[config.mk]
export PLATFORM = sky130hd
export DESIGN_NAME = ahb_lite_decoder_flat
export DESIGN_NICKNAME = d
export VERILOG_FILES = /design/src/rtl/ahb_lite_decoder_if.sv /design/src/rtl/ahb_lite_decoder.sv /design/src/flat_wrapper.sv
export SDC_FILE = /design/constraint.sdc
export NUM_CORES = 1
export LEC_CHECK = 0
export CAP_MARGIN = 10
export CORE_AREA = 2 2 128 130
export CTS_BUF_LIST = sky130_fd_sc_hd__clkbuf_8
export CTS_CLUSTER_DIAMETER = 50
export DETAILED_ROUTE_END_ITERATION = 6
export DIE_AREA = 0 0 130 132
export GPL_TIMING_DRIVEN = 0
export HOLD_SLACK_MARGIN = 0.08
export PLACE_DENSITY = 0.61
export SETUP_SLACK_MARGIN = 0.15
export SLEW_MARGIN = 20
export SYNTH_ARGS = -nofsm -noshare
export SYNTH_HDL_FRONTEND = slang
export SYNTH_SLANG_ARGS = --single-unit
export TNS_END_PERCENT = 5
[constraint.sdc]
create_clock -name HCLK -period 2.01 [get_ports HCLK]
set_input_delay 0.402 -clock HCLK [delete_from_list [all_inputs] [get_ports HCLK]]
set_output_delay 0.402 -clock HCLK [all_outputs]
set_load 0.03 [all_outputs]
[src/rtl/ahb_lite_decoder_if.sv]
`default_nettype none
// +----------------------------------------------------------------------------+
// | Module   : ahb_lite_decoder_if                                             |
// | Purpose  : Bundles the single-master AHB-Lite request/response signals and |
// |            the fanned-out slave-side signals of ahb_lite_decoder.          |
// | Modports : slave  - decoder view (master request in, muxed response out,   |
// |                     slave selects/broadcast out, slave responses in)       |
// |            master - environment view (mirror of the slave modport)         |
// | Revision : 1.0 - initial release                                           |
// +----------------------------------------------------------------------------+
interface ahb_lite_decoder_if #(
  parameter int NUM_SLAVES = 4
);
  // Master side
  logic [31:0]              HADDR_M0;
  logic [1:0]               HTRANS_M0;
  logic                     HWRITE_M0;
  logic [2:0]               HSIZE_M0;
  logic [2:0]               HBURST_M0;
  logic [3:0]               HPROT_M0;
  logic                     HMASTLOCK_M0;
  logic [31:0]              HWDATA_M0;
  logic                     HREADY_M0;
  logic [1:0]               HRESP_M0;
  logic [31:0]              HRDATA_M0;
  // Slave side
  logic [NUM_SLAVES-1:0]    HSEL_S;
  logic [31:0]              HADDR_S;
  logic [1:0]               HTRANS_S;
  logic                     HWRITE_S;
  logic [2:0]               HSIZE_S;
  logic [2:0]               HBURST_S;
  logic [3:0]               HPROT_S;
  logic                     HMASTLOCK_S;
  logic [31:0]              HWDATA_S;
  logic                     HREADY_S;
  logic [NUM_SLAVES-1:0]    HREADYOUT_S;
  logic [NUM_SLAVES-1:0]    HRESP_S;
  logic [32*NUM_SLAVES-1:0] HRDATA_S;
  // Watchdog
  logic                     TIMEOUT_ERR;

  modport slave (
    input  HADDR_M0, HTRANS_M0, HWRITE_M0, HSIZE_M0, HBURST_M0, HPROT_M0,
           HMASTLOCK_M0, HWDATA_M0,
    output HREADY_M0, HRESP_M0, HRDATA_M0,
    output HSEL_S, HADDR_S, HTRANS_S, HWRITE_S, HSIZE_S, HBURST_S, HPROT_S,
           HMASTLOCK_S, HWDATA_S, HREADY_S,
    input  HREADYOUT_S, HRESP_S, HRDATA_S,
    output TIMEOUT_ERR
  );

  modport master (
    output HADDR_M0, HTRANS_M0, HWRITE_M0, HSIZE_M0, HBURST_M0, HPROT_M0,
           HMASTLOCK_M0, HWDATA_M0,
    input  HREADY_M0, HRESP_M0, HRDATA_M0,
    input  HSEL_S, HADDR_S, HTRANS_S, HWRITE_S, HSIZE_S, HBURST_S, HPROT_S,
           HMASTLOCK_S, HWDATA_S, HREADY_S,
    output HREADYOUT_S, HRESP_S, HRDATA_S,
    input  TIMEOUT_ERR
  );
endinterface
`default_nettype wire

[src/rtl/ahb_lite_decoder.sv]
`default_nettype none
// +----------------------------------------------------------------------------+
// | Module   : ahb_lite_decoder                                                |
// | Purpose  : Single-master AHB-Lite address decoder and response mux with a |
// |            built-in default slave (two-cycle ERROR for unmapped space).    |
// | Ports    : HCLK    - bus clock                                             |
// |            HRESETN - asynchronous active-low reset                         |
// |            bus     - ahb_lite_decoder_if.slave (master request/response,  |
// |                      slave selects, broadcast, slave responses, watchdog)  |
// | Options  : `define AHB_DEC_TIMEOUT_EN builds a watchdog that aborts a     |
// |            data phase stalled for TIMEOUT_CYCLES cycles with an ERROR.     |
// | Revision : 1.0 - initial release                                           |
// +----------------------------------------------------------------------------+
module ahb_lite_decoder #(
  parameter int NUM_SLAVES     = 4,
  parameter int DEC_LSB        = 28,
  parameter int DEC_W          = 4,
  parameter int TIMEOUT_CYCLES = 255
) (
  input  wire               HCLK,
  input  wire               HRESETN,
  ahb_lite_decoder_if.slave bus
);

  localparam logic [1:0] c_idle = 2'd0;
  localparam logic [1:0] c_err1 = 2'd1;
  localparam logic [1:0] c_err2 = 2'd2;

  // Elaboration-time parameter range checks
  if (NUM_SLAVES < 1 || NUM_SLAVES > 8) begin : g_bad_num_slaves
    $error("ahb_lite_decoder: NUM_SLAVES must be 1..8");
  end
  if (TIMEOUT_CYCLES < 2 || TIMEOUT_CYCLES > 65535) begin : g_bad_timeout
    $error("ahb_lite_decoder: TIMEOUT_CYCLES must be 2..65535");
  end

  logic [DEC_W-1:0]      w_idx;
  logic                  w_unmapped;
  logic [NUM_SLAVES-1:0] w_hsel;
  logic                  w_hready;
  logic                  w_err;
  logic [31:0]           w_rdata;
  logic                  w_sel_ready;
  logic                  w_sel_err;
  logic [31:0]           w_sel_rdata;
  logic                  w_timeout;

  logic [1:0]            state_q, state_d;
  logic                  dvalid_q, dvalid_d;
  logic                  ddef_q, ddef_d;
  logic [DEC_W-1:0]      didx_q, didx_d;

  // ---------------- Address phase (combinational) ----------------
  assign w_idx      = bus.HADDR_M0[DEC_LSB +: DEC_W];
  assign w_unmapped = (32'(w_idx) >= 32'(NUM_SLAVES));

  always_comb begin
    w_hsel = '0;
    for (int i = 0; i < NUM_SLAVES; i++) begin
      w_hsel[i] = (32'(w_idx) == 32'(i));
    end
  end

  assign bus.HSEL_S      = w_hsel;
  assign bus.HADDR_S     = bus.HADDR_M0;
  assign bus.HTRANS_S    = bus.HTRANS_M0;
  assign bus.HWRITE_S    = bus.HWRITE_M0;
  assign bus.HSIZE_S     = bus.HSIZE_M0;
  assign bus.HBURST_S    = bus.HBURST_M0;
  assign bus.HPROT_S     = bus.HPROT_M0;
  assign bus.HMASTLOCK_S = bus.HMASTLOCK_M0;
  assign bus.HWDATA_S    = bus.HWDATA_M0;
  assign bus.HREADY_S    = w_hready;
  assign bus.HREADY_M0   = w_hready;
  assign bus.HRESP_M0    = {1'b0, w_err};
  assign bus.HRDATA_M0   = w_rdata;

  // ---------------- Data-phase register ----------------
  // Only advances when the bus is ready, so every response is held across
  // wait states.
  always_comb begin
    dvalid_d = dvalid_q;
    ddef_d   = ddef_q;
    didx_d   = didx_q;
    if (w_hready) begin
      dvalid_d = bus.HTRANS_M0[1];
      ddef_d   = w_unmapped;
      didx_d   = w_idx;
    end
  end

  // Selected slave's response for the current data phase
  always_comb begin
    w_sel_ready = 1'b1;
    w_sel_err   = 1'b0;
    w_sel_rdata = '0;
    for (int i = 0; i < NUM_SLAVES; i++) begin
      if (32'(didx_q) == 32'(i)) begin
        w_sel_ready = bus.HREADYOUT_S[i];
        w_sel_err   = bus.HRESP_S[i];
        w_sel_rdata = bus.HRDATA_S[32*i +: 32];
      end
    end
  end

  // ---------------- Response mux ----------------
  // The default-slave FSM has priority so a watchdog abort overrides the
  // stuck slave.
  always_comb begin
    w_hready = 1'b1;
    w_err    = 1'b0;
    w_rdata  = '0;
    case (state_q)
      c_err1: begin
        w_hready = 1'b0;
        w_err    = 1'b1;
      end
      c_err2: w_err = 1'b1;
      default: begin
        if (dvalid_q && !ddef_q) begin
          w_hready = w_sel_ready;
          w_err    = w_sel_err;
          w_rdata  = w_sel_rdata;
        end
      end
    endcase
  end

  // ---------------- Default-slave FSM ----------------
  // An accepted NONSEQ/SEQ to unmapped space (including one accepted during
  // ERR2) starts ERR1 on the next cycle; IDLE/BUSY never do.
  always_comb begin
    state_d = state_q;
    if (w_hready) begin
      state_d = (bus.HTRANS_M0[1] && w_unmapped) ? c_err1 : c_idle;
    end else if (state_q == c_err1) begin
      state_d = c_err2;
    end else if (w_timeout) begin
      state_d = c_err1;
    end
  end

  always_ff @(posedge HCLK or negedge HRESETN) begin
    if (!HRESETN) begin
      state_q  <= c_idle;
      dvalid_q <= 1'b0;
      ddef_q   <= 1'b0;
      didx_q   <= '0;
    end else begin
      state_q  <= state_d;
      dvalid_q <= dvalid_d;
      ddef_q   <= ddef_d;
      didx_q   <= didx_d;
    end
  end

  // ---------------- Optional watchdog ----------------
`ifdef AHB_DEC_TIMEOUT_EN
  logic [15:0] cnt_q, cnt_d;
  logic        to_q;
  logic        w_stall;

  // Stalled cycle of a mapped data phase not yet taken over by the FSM
  assign w_stall = (state_q == c_idle) && dvalid_q && !ddef_q && !w_sel_ready;

  always_comb begin
    cnt_d = cnt_q;
    if (w_hready) begin
      cnt_d = '0;
    end else if (w_stall) begin
      cnt_d = cnt_q + 16'd1;
    end
  end

  // Fires on the stalled cycle that brings the count to the limit; the FSM
  // is in ERR1 on the following cycle, which is when the pulse is visible.
  assign w_timeout = w_stall && (cnt_d == 16'(TIMEOUT_CYCLES));

  always_ff @(posedge HCLK or negedge HRESETN) begin
    if (!HRESETN) begin
      cnt_q <= '0;
      to_q  <= 1'b0;
    end else begin
      cnt_q <= cnt_d;
      to_q  <= w_timeout;
    end
  end

  assign bus.TIMEOUT_ERR = to_q;
`else
  assign w_timeout       = 1'b0;
  assign bus.TIMEOUT_ERR = 1'b0;
`endif

endmodule
`default_nettype wire
[src/flat_wrapper.sv]
// flat-port wrapper written by rule: the top's interface ports become plain ports
module ahb_lite_decoder_flat 
#(
  parameter int NUM_SLAVES     = 4,
  parameter int DEC_LSB        = 28,
  parameter int DEC_W          = 4,
  parameter int TIMEOUT_CYCLES = 255
)
  (HCLK, HRESETN, bus_HADDR_M0, bus_HTRANS_M0, bus_HWRITE_M0, bus_HSIZE_M0, bus_HBURST_M0, bus_HPROT_M0, bus_HMASTLOCK_M0, bus_HWDATA_M0, bus_HREADY_M0, bus_HRESP_M0, bus_HRDATA_M0, bus_HSEL_S, bus_HADDR_S, bus_HTRANS_S, bus_HWRITE_S, bus_HSIZE_S, bus_HBURST_S, bus_HPROT_S, bus_HMASTLOCK_S, bus_HWDATA_S, bus_HREADY_S, bus_HREADYOUT_S, bus_HRESP_S, bus_HRDATA_S, bus_TIMEOUT_ERR);
  ahb_lite_decoder_if #(.NUM_SLAVES(NUM_SLAVES)) bus_i ();
  input  wire HCLK;
  input  wire HRESETN;
  input wire logic [$bits(bus_i.HADDR_M0)-1:0] bus_HADDR_M0;
  input wire logic [$bits(bus_i.HTRANS_M0)-1:0] bus_HTRANS_M0;
  input wire logic [$bits(bus_i.HWRITE_M0)-1:0] bus_HWRITE_M0;
  input wire logic [$bits(bus_i.HSIZE_M0)-1:0] bus_HSIZE_M0;
  input wire logic [$bits(bus_i.HBURST_M0)-1:0] bus_HBURST_M0;
  input wire logic [$bits(bus_i.HPROT_M0)-1:0] bus_HPROT_M0;
  input wire logic [$bits(bus_i.HMASTLOCK_M0)-1:0] bus_HMASTLOCK_M0;
  input wire logic [$bits(bus_i.HWDATA_M0)-1:0] bus_HWDATA_M0;
  output wire logic [$bits(bus_i.HREADY_M0)-1:0] bus_HREADY_M0;
  output wire logic [$bits(bus_i.HRESP_M0)-1:0] bus_HRESP_M0;
  output wire logic [$bits(bus_i.HRDATA_M0)-1:0] bus_HRDATA_M0;
  output wire logic [$bits(bus_i.HSEL_S)-1:0] bus_HSEL_S;
  output wire logic [$bits(bus_i.HADDR_S)-1:0] bus_HADDR_S;
  output wire logic [$bits(bus_i.HTRANS_S)-1:0] bus_HTRANS_S;
  output wire logic [$bits(bus_i.HWRITE_S)-1:0] bus_HWRITE_S;
  output wire logic [$bits(bus_i.HSIZE_S)-1:0] bus_HSIZE_S;
  output wire logic [$bits(bus_i.HBURST_S)-1:0] bus_HBURST_S;
  output wire logic [$bits(bus_i.HPROT_S)-1:0] bus_HPROT_S;
  output wire logic [$bits(bus_i.HMASTLOCK_S)-1:0] bus_HMASTLOCK_S;
  output wire logic [$bits(bus_i.HWDATA_S)-1:0] bus_HWDATA_S;
  output wire logic [$bits(bus_i.HREADY_S)-1:0] bus_HREADY_S;
  input wire logic [$bits(bus_i.HREADYOUT_S)-1:0] bus_HREADYOUT_S;
  input wire logic [$bits(bus_i.HRESP_S)-1:0] bus_HRESP_S;
  input wire logic [$bits(bus_i.HRDATA_S)-1:0] bus_HRDATA_S;
  output wire logic [$bits(bus_i.TIMEOUT_ERR)-1:0] bus_TIMEOUT_ERR;
  assign bus_i.HADDR_M0 = bus_HADDR_M0;
  assign bus_i.HTRANS_M0 = bus_HTRANS_M0;
  assign bus_i.HWRITE_M0 = bus_HWRITE_M0;
  assign bus_i.HSIZE_M0 = bus_HSIZE_M0;
  assign bus_i.HBURST_M0 = bus_HBURST_M0;
  assign bus_i.HPROT_M0 = bus_HPROT_M0;
  assign bus_i.HMASTLOCK_M0 = bus_HMASTLOCK_M0;
  assign bus_i.HWDATA_M0 = bus_HWDATA_M0;
  assign bus_HREADY_M0 = bus_i.HREADY_M0;
  assign bus_HRESP_M0 = bus_i.HRESP_M0;
  assign bus_HRDATA_M0 = bus_i.HRDATA_M0;
  assign bus_HSEL_S = bus_i.HSEL_S;
  assign bus_HADDR_S = bus_i.HADDR_S;
  assign bus_HTRANS_S = bus_i.HTRANS_S;
  assign bus_HWRITE_S = bus_i.HWRITE_S;
  assign bus_HSIZE_S = bus_i.HSIZE_S;
  assign bus_HBURST_S = bus_i.HBURST_S;
  assign bus_HPROT_S = bus_i.HPROT_S;
  assign bus_HMASTLOCK_S = bus_i.HMASTLOCK_S;
  assign bus_HWDATA_S = bus_i.HWDATA_S;
  assign bus_HREADY_S = bus_i.HREADY_S;
  assign bus_i.HREADYOUT_S = bus_HREADYOUT_S;
  assign bus_i.HRESP_S = bus_HRESP_S;
  assign bus_i.HRDATA_S = bus_HRDATA_S;
  assign bus_TIMEOUT_ERR = bus_i.TIMEOUT_ERR;
  ahb_lite_decoder #(.NUM_SLAVES(NUM_SLAVES), .DEC_LSB(DEC_LSB), .DEC_W(DEC_W), .TIMEOUT_CYCLES(TIMEOUT_CYCLES)) u_core (.HCLK(HCLK), .HRESETN(HRESETN), .bus(bus_i));
endmodule
# Yosys cells after proc, flatten, opt, wreduce, memory -nomap -nowiden
# Cells that the tools add are included.
# Widths: inputs -> output; s select.
[totals]
elab_cells = 41
output_inout_bits = 119
regBits = 8
inputBits = 216
[op_classes]
n_lt_le_gt_ge = 1
reduce_logical = 7
eq_ne = 8
muxes = 21
[ops]
columns = ["cell", "count"]
rows = [
  ["$mux 32", 6],
  ["$eq 4x2->1 const B", 4],
  ["$mux 1", 12],
  ["$eq 4x1->1 const B", 2],
  ["$logic_not 4->1", 2],
  ["$ge 4x3->1 const B", 1],
  ["$mux 2", 2],
  ["$eq 2x1->1 const B", 1],
  ["$eq 2x2->1 const B", 1],
  ["$logic_and 1x1->1", 2],
  ["$pmux 1 s2", 1],
  ["$reduce_bool 2->1", 1],
  ["$reduce_or 2->1", 1],
  ["$logic_not 1->1", 1],
]

# Depth between registers and ports, before layout
[logic_depth]
word_depth = 8
mapped_depth = 7
ltp_nobuf = 5

# Worst setup path before layout
# Ideal clock, no wire load.
[synth_path]
path_kind = "register to output"
startpoint = "register u_core.state_q[0]"
endpoint = "output port bus_HRDATA_M0[20]"
t_arrival_ns = 2.054
path_stages_with_launch = 7
slack_ns = -0.446
cell_sequence = "dfrtp_1 inv_1 ha_1 clkbuf_1 nand2_1 clkbuf_1 a211oi_1"
[synth_between]
elab_chain_len = 3
elab_cells_between_ends = 4
[synth_lines]
columns = ["item", "line_no", "rtl"]
rows = [
  ["from (decl)", "ahb_lite_decoder.sv:48", "logic [1:0] state_q, state_d;"],
  ["from (signal assigned)", "ahb_lite_decoder.sv:145", "state_q <= c_idle;"],
  ["from (signal assigned)", "ahb_lite_decoder.sv:150", "state_q <= state_d;"],
  ["$eq 2x2->1 / $eq 2x1->1 (equally long branches)", "ahb_lite_decoder.sv:113", "case (state_q)"],
  ["$reduce_or 2->1 (no source line) *", "-", ""],
  ["$mux 32 *", "ahb_lite_decoder.sv:113", ""],
  ["to (decl)", "flat_wrapper.sv:23", "output wire logic [$bits(bus_i.HRDATA_M0)-1:0] bus_HRDATA_M0;"],
]
# Every way passes the cells marked *; elsewhere a longest branch is shown, timed or not.

# Worst setup path after layout
[layout_path]
startpoint = "register u_core.didx_q[2]"
endpoint = "output port bus_HREADY_S"
[layout_between]
elab_chain_len = 7
elab_cells_between_ends = 10
[layout_lines]
columns = ["item", "line_no", "rtl"]
rows = [
  ["from (decl)", "ahb_lite_decoder.sv:51", "logic [DEC_W-1:0] didx_q, didx_d;"],
  ["from (signal assigned)", "ahb_lite_decoder.sv:153", "didx_q <= didx_d;"],
  ["$logic_not 4->1", "ahb_lite_decoder.sv:98", "if (32'(didx_q) == 32'(i)) begin"],
  ["$mux 1 (3 in series)", "ahb_lite_decoder.sv:98", ""],
  ["$mux 1 *", "ahb_lite_decoder.sv:98", ""],
  ["$mux 1 *", "ahb_lite_decoder.sv:120", "if (dvalid_q && !ddef_q) begin"],
  ["$pmux 1 s2 *", "ahb_lite_decoder.sv:113", ""],
  ["to (decl)", "flat_wrapper.sv:33", "output wire logic [$bits(bus_i.HREADY_S)-1:0] bus_HREADY_S;"],
]
# Marked as above.

==> key figures <==
Status
  • Status: complete, but fails checks
  • Failing checks: setup timing

Synthesis
  • Syn Area/Cell: 7.703 um^2
  • Most frequent cell after synthesis: buf_4
  • Synth top area cells: buf_4 28%, mux2_2 12%, dfrtp_1 8.8%
  • Most common library cells after synthesis: 83 x buf_4, 25 x a211oi_1, 24 x mux2_2
  • Mapped cell area: approximately 0.0023 mm^2
  • Seq/Total Area, Yosys: under 10%
  • Post-synth cell types: 33
  • Gate Count Post-Synth: 294
  • EDFF count, synth: 0
  • Synth async-reset ratio: between 90% and 100%
  • Dominant cell type by area after synthesis: buf_4
  • Main synth FF type: dfrtp_1
  • Seq cells post-synth: 8
  • Top cell type's share of synthesized area: between 20 and 30%
  • Number of warnings issued by yosys: 0

Timing
  • Max Clock Skew: 2.373 ps
  • Final Max Tran Viols: 0
  • Period utilisation layout: 109.8%
  • # setup viols final: 32
  • Post-route setup slack: -197.0 ps
  • Final Hold Vio Count: 0
  • FMAX: around 0.45 GHz
  • Min Tclk post-route: between 2000 and 2500 ps
  • Unrepaired setup endpoints after global routing: true
  • Worst hold slack: about 460 ps

GRT
  • Largest net degree at the start of global routing: 11
  • Total GRT Usage: a little over an eighth
  • Number of global-route vias before repair: roughly 3400
  • Grt ovf: 0
  • First-pass GRT wire length: around 18 mm
  • Initial antenna violation count: 0

Power and ir drop
  • Worst vdd ir: about 0.00054 V
  • PD cells: between 900 and 1000 mW/mm^2
  • LEAKAGE: between 2 and 2.5 nW
  • Tot Pwr: approximately 5.4 mW

Flow run
  • Max Cap Viol: 0

Detailed routing
  • Antenna-violating nets left: 0
  • Initial drt markers: between 40 and 50
  • Initial DRT Pass Iterations: 4
  • Routed wire length: between 10 and 15 mm
  • Via/cell ratio: 3.995
  • Routed length per instance: roughly 16 um
  • Number of remaining DRC errors: 0
  • Via Count: ~3100

Layout
  • Area growth from synthesis to final layout: 160.9%
  • Share of layout cells above drive strength 1: between 40% and 50%
  • Core Util, Final: ~38%
  • # diodes: 0
  • Post-Layout Cell Count: between 700 and 800
  • Layout fillers: roughly 1600
  • Final nets: between 700 and 800

Clock tree
  • Worst-path clk slew: around 40 ps
  • Root Buffer Master: clkbuf_8
  • Clock sink count: 8
  • CTS max path bufs: 2
  • # H-tree levels: 1
  • CTS buffer count: 3
  • CTS tree: done
  • Clk_lat worst skew: ~230 ps

Floorplan
  • DIE AREA: roughly 0.017 mm^2
  • Effective utilization at floorplan: roughly 14%
  • Rows: between 40 and 50
  • Core Area: between 0.015 and 0.02 mm^2
  • Die width: between 100 and 150 um
  • IO Count: around 340
  • Die H: between 100 and 150 um

Placed design
  • Input/output buffers: ~260
  • Placed Cells: 770
  • Hpwl dp: 10.45 mm
  • Pre-CTS setup slack: -1277 ps
  • GPL Wtd Cong: 0.7442

Hold path
  • Min-Delay Path Class: input port to async pin

Setup path
  • Crit Path Max Fanout: 7
  • CP startpoint kind: flip-flop
  • Required time worst endpoint: ~1600 ps
  • CP Class: flip-flop to primary output
  • Critical Path Sink Type: primary output
  • Critical path arrival: ~1800 ps
## power breakdown
part	switching [mW]	internal (mW)	leakage (nW)	total, mW
combinational	2.52	2.34	2.25	4.87
clock	0.0670	0.130	0.0216	0.197
sequential	0.0802	0.251	0.0924	0.332
## registers in the layout (all words and copies together) (netlist names)
signal           cells
u_core.ddef_q        1
u_core.didx_q        4
u_core.dvalid_q      1
u_core.state_q       2
## stage by stage
step,cell area (um^2),setup TNS (ps)
after floorplan,2522,-816.9
after global placement,5385,-34280
after detailed placement,5385,-34870
after CTS,5858,-4691
after global routing,5909,-6539
final,5909,-3967
## cells by family after synthesis
| group | synth area share [%] |
|---|---|
| other | 0.1656 |
| and+or+nand+nor | 17.63 |
| AOI/OAI and AO/OA | 16.91 |
| adders and majority gates | 1.105 |
| buffers and inverters | 31.82 |
| muxes | 23.54 |
| DFF | 8.840 |
## cell usage in the layout, fill, tap and decap left out, types with 2 or more instances in the layout
cell             count
ha_1                 2
and3_4               5
a211oi_2            14
o22ai_1              3
inv_1                2
o22ai_2             10
clkbuf_16            3
clkbuf_4             5
dfrtp_1              5
conb_1               2
mux2i_1              3
nor2b_1             13
dlygate4sd2_1        3
dfrtp_2              3
clkdlybuf4s15_2      3
mux2_2              24
buf_6               25
nand2_1             20
nor2_2               5
buf_8                5
clkbuf_2             4
buf_12               3
buf_2                9
dlymetal6s2s_1       2
a211oi_4            10
o21ai_0              9
buf_4               99
o21ai_1              5
clkdlybuf4s50_1    211
mux2_4               2
nor2_1               5
and3_1               2
nor3_1              11
clkbuf_8             7
nor2_4              10
mux4_2               7
mux2_1               4
## final cells by class
type / count / area, um^2 / area share, %
buffer: 104 / 892.1 / 15.10
clock buffer: 3 / 41.29 / 0.6987
inverter: 3 / 11.26 / 0.1906
multi-input combinational: 181 / 1789 / 30.28
sequential: 8 / 203.9 / 3.451
tap: 216 / 270.3 / 4.573
timing repair buffer: 273 / 2701 / 45.71
## routing by layer
layer | up-vias | part of all wire, % | track usage, %
met5 | - | 0 | 0
met3 | 6 | 6.7 | 1.826
met2 | 165 | 58 | 29.20
met4 | 0 | 0.43 | 1.971
li1 | 1509 | - | -
met1 | 1468 | 35 | 13.68
## worst paths after layout
kind | endpoint | slack (ps) | cells past startpoint | startpoint
max in group asynchronous | u_core.didx_q[1] | 1240 | 1 | HRESETN
hold reg to reg | u_core.state_q[1] | 520 | 1 | u_core.state_q[1]
setup / recovery | bus_HREADY_S | -200 | 7 | u_core.didx_q[2]
min in group HCLK | u_core.state_q[1] | 520 | 1 | u_core.state_q[1]
setup reg to reg | u_core.dvalid_q | 160 | 6 | u_core.didx_q[2]
hold / removal | u_core.state_q[0] | 460 | 1 | HRESETN
## timing repair
item                       in CTS  in global routing
hold buffers                    0                  0
gates cloned                    2                  0
resized for setup             315                 25
pin swaps                      12                  2
setup endpoints to repair      52                 41
setup buffers                  13                  0
hold endpoints to repair        0                  0
## worst max-delay path: stages, from the launching register on
cell,delay [ps]
dfrtp_2,420
or3b_4,410
buf_8,160
o211ai_4,200
o21ai_4,80
inv_2,90
buf_6,100
buf_6,120
No activity file was read; power rests on OpenSTA's default activity.
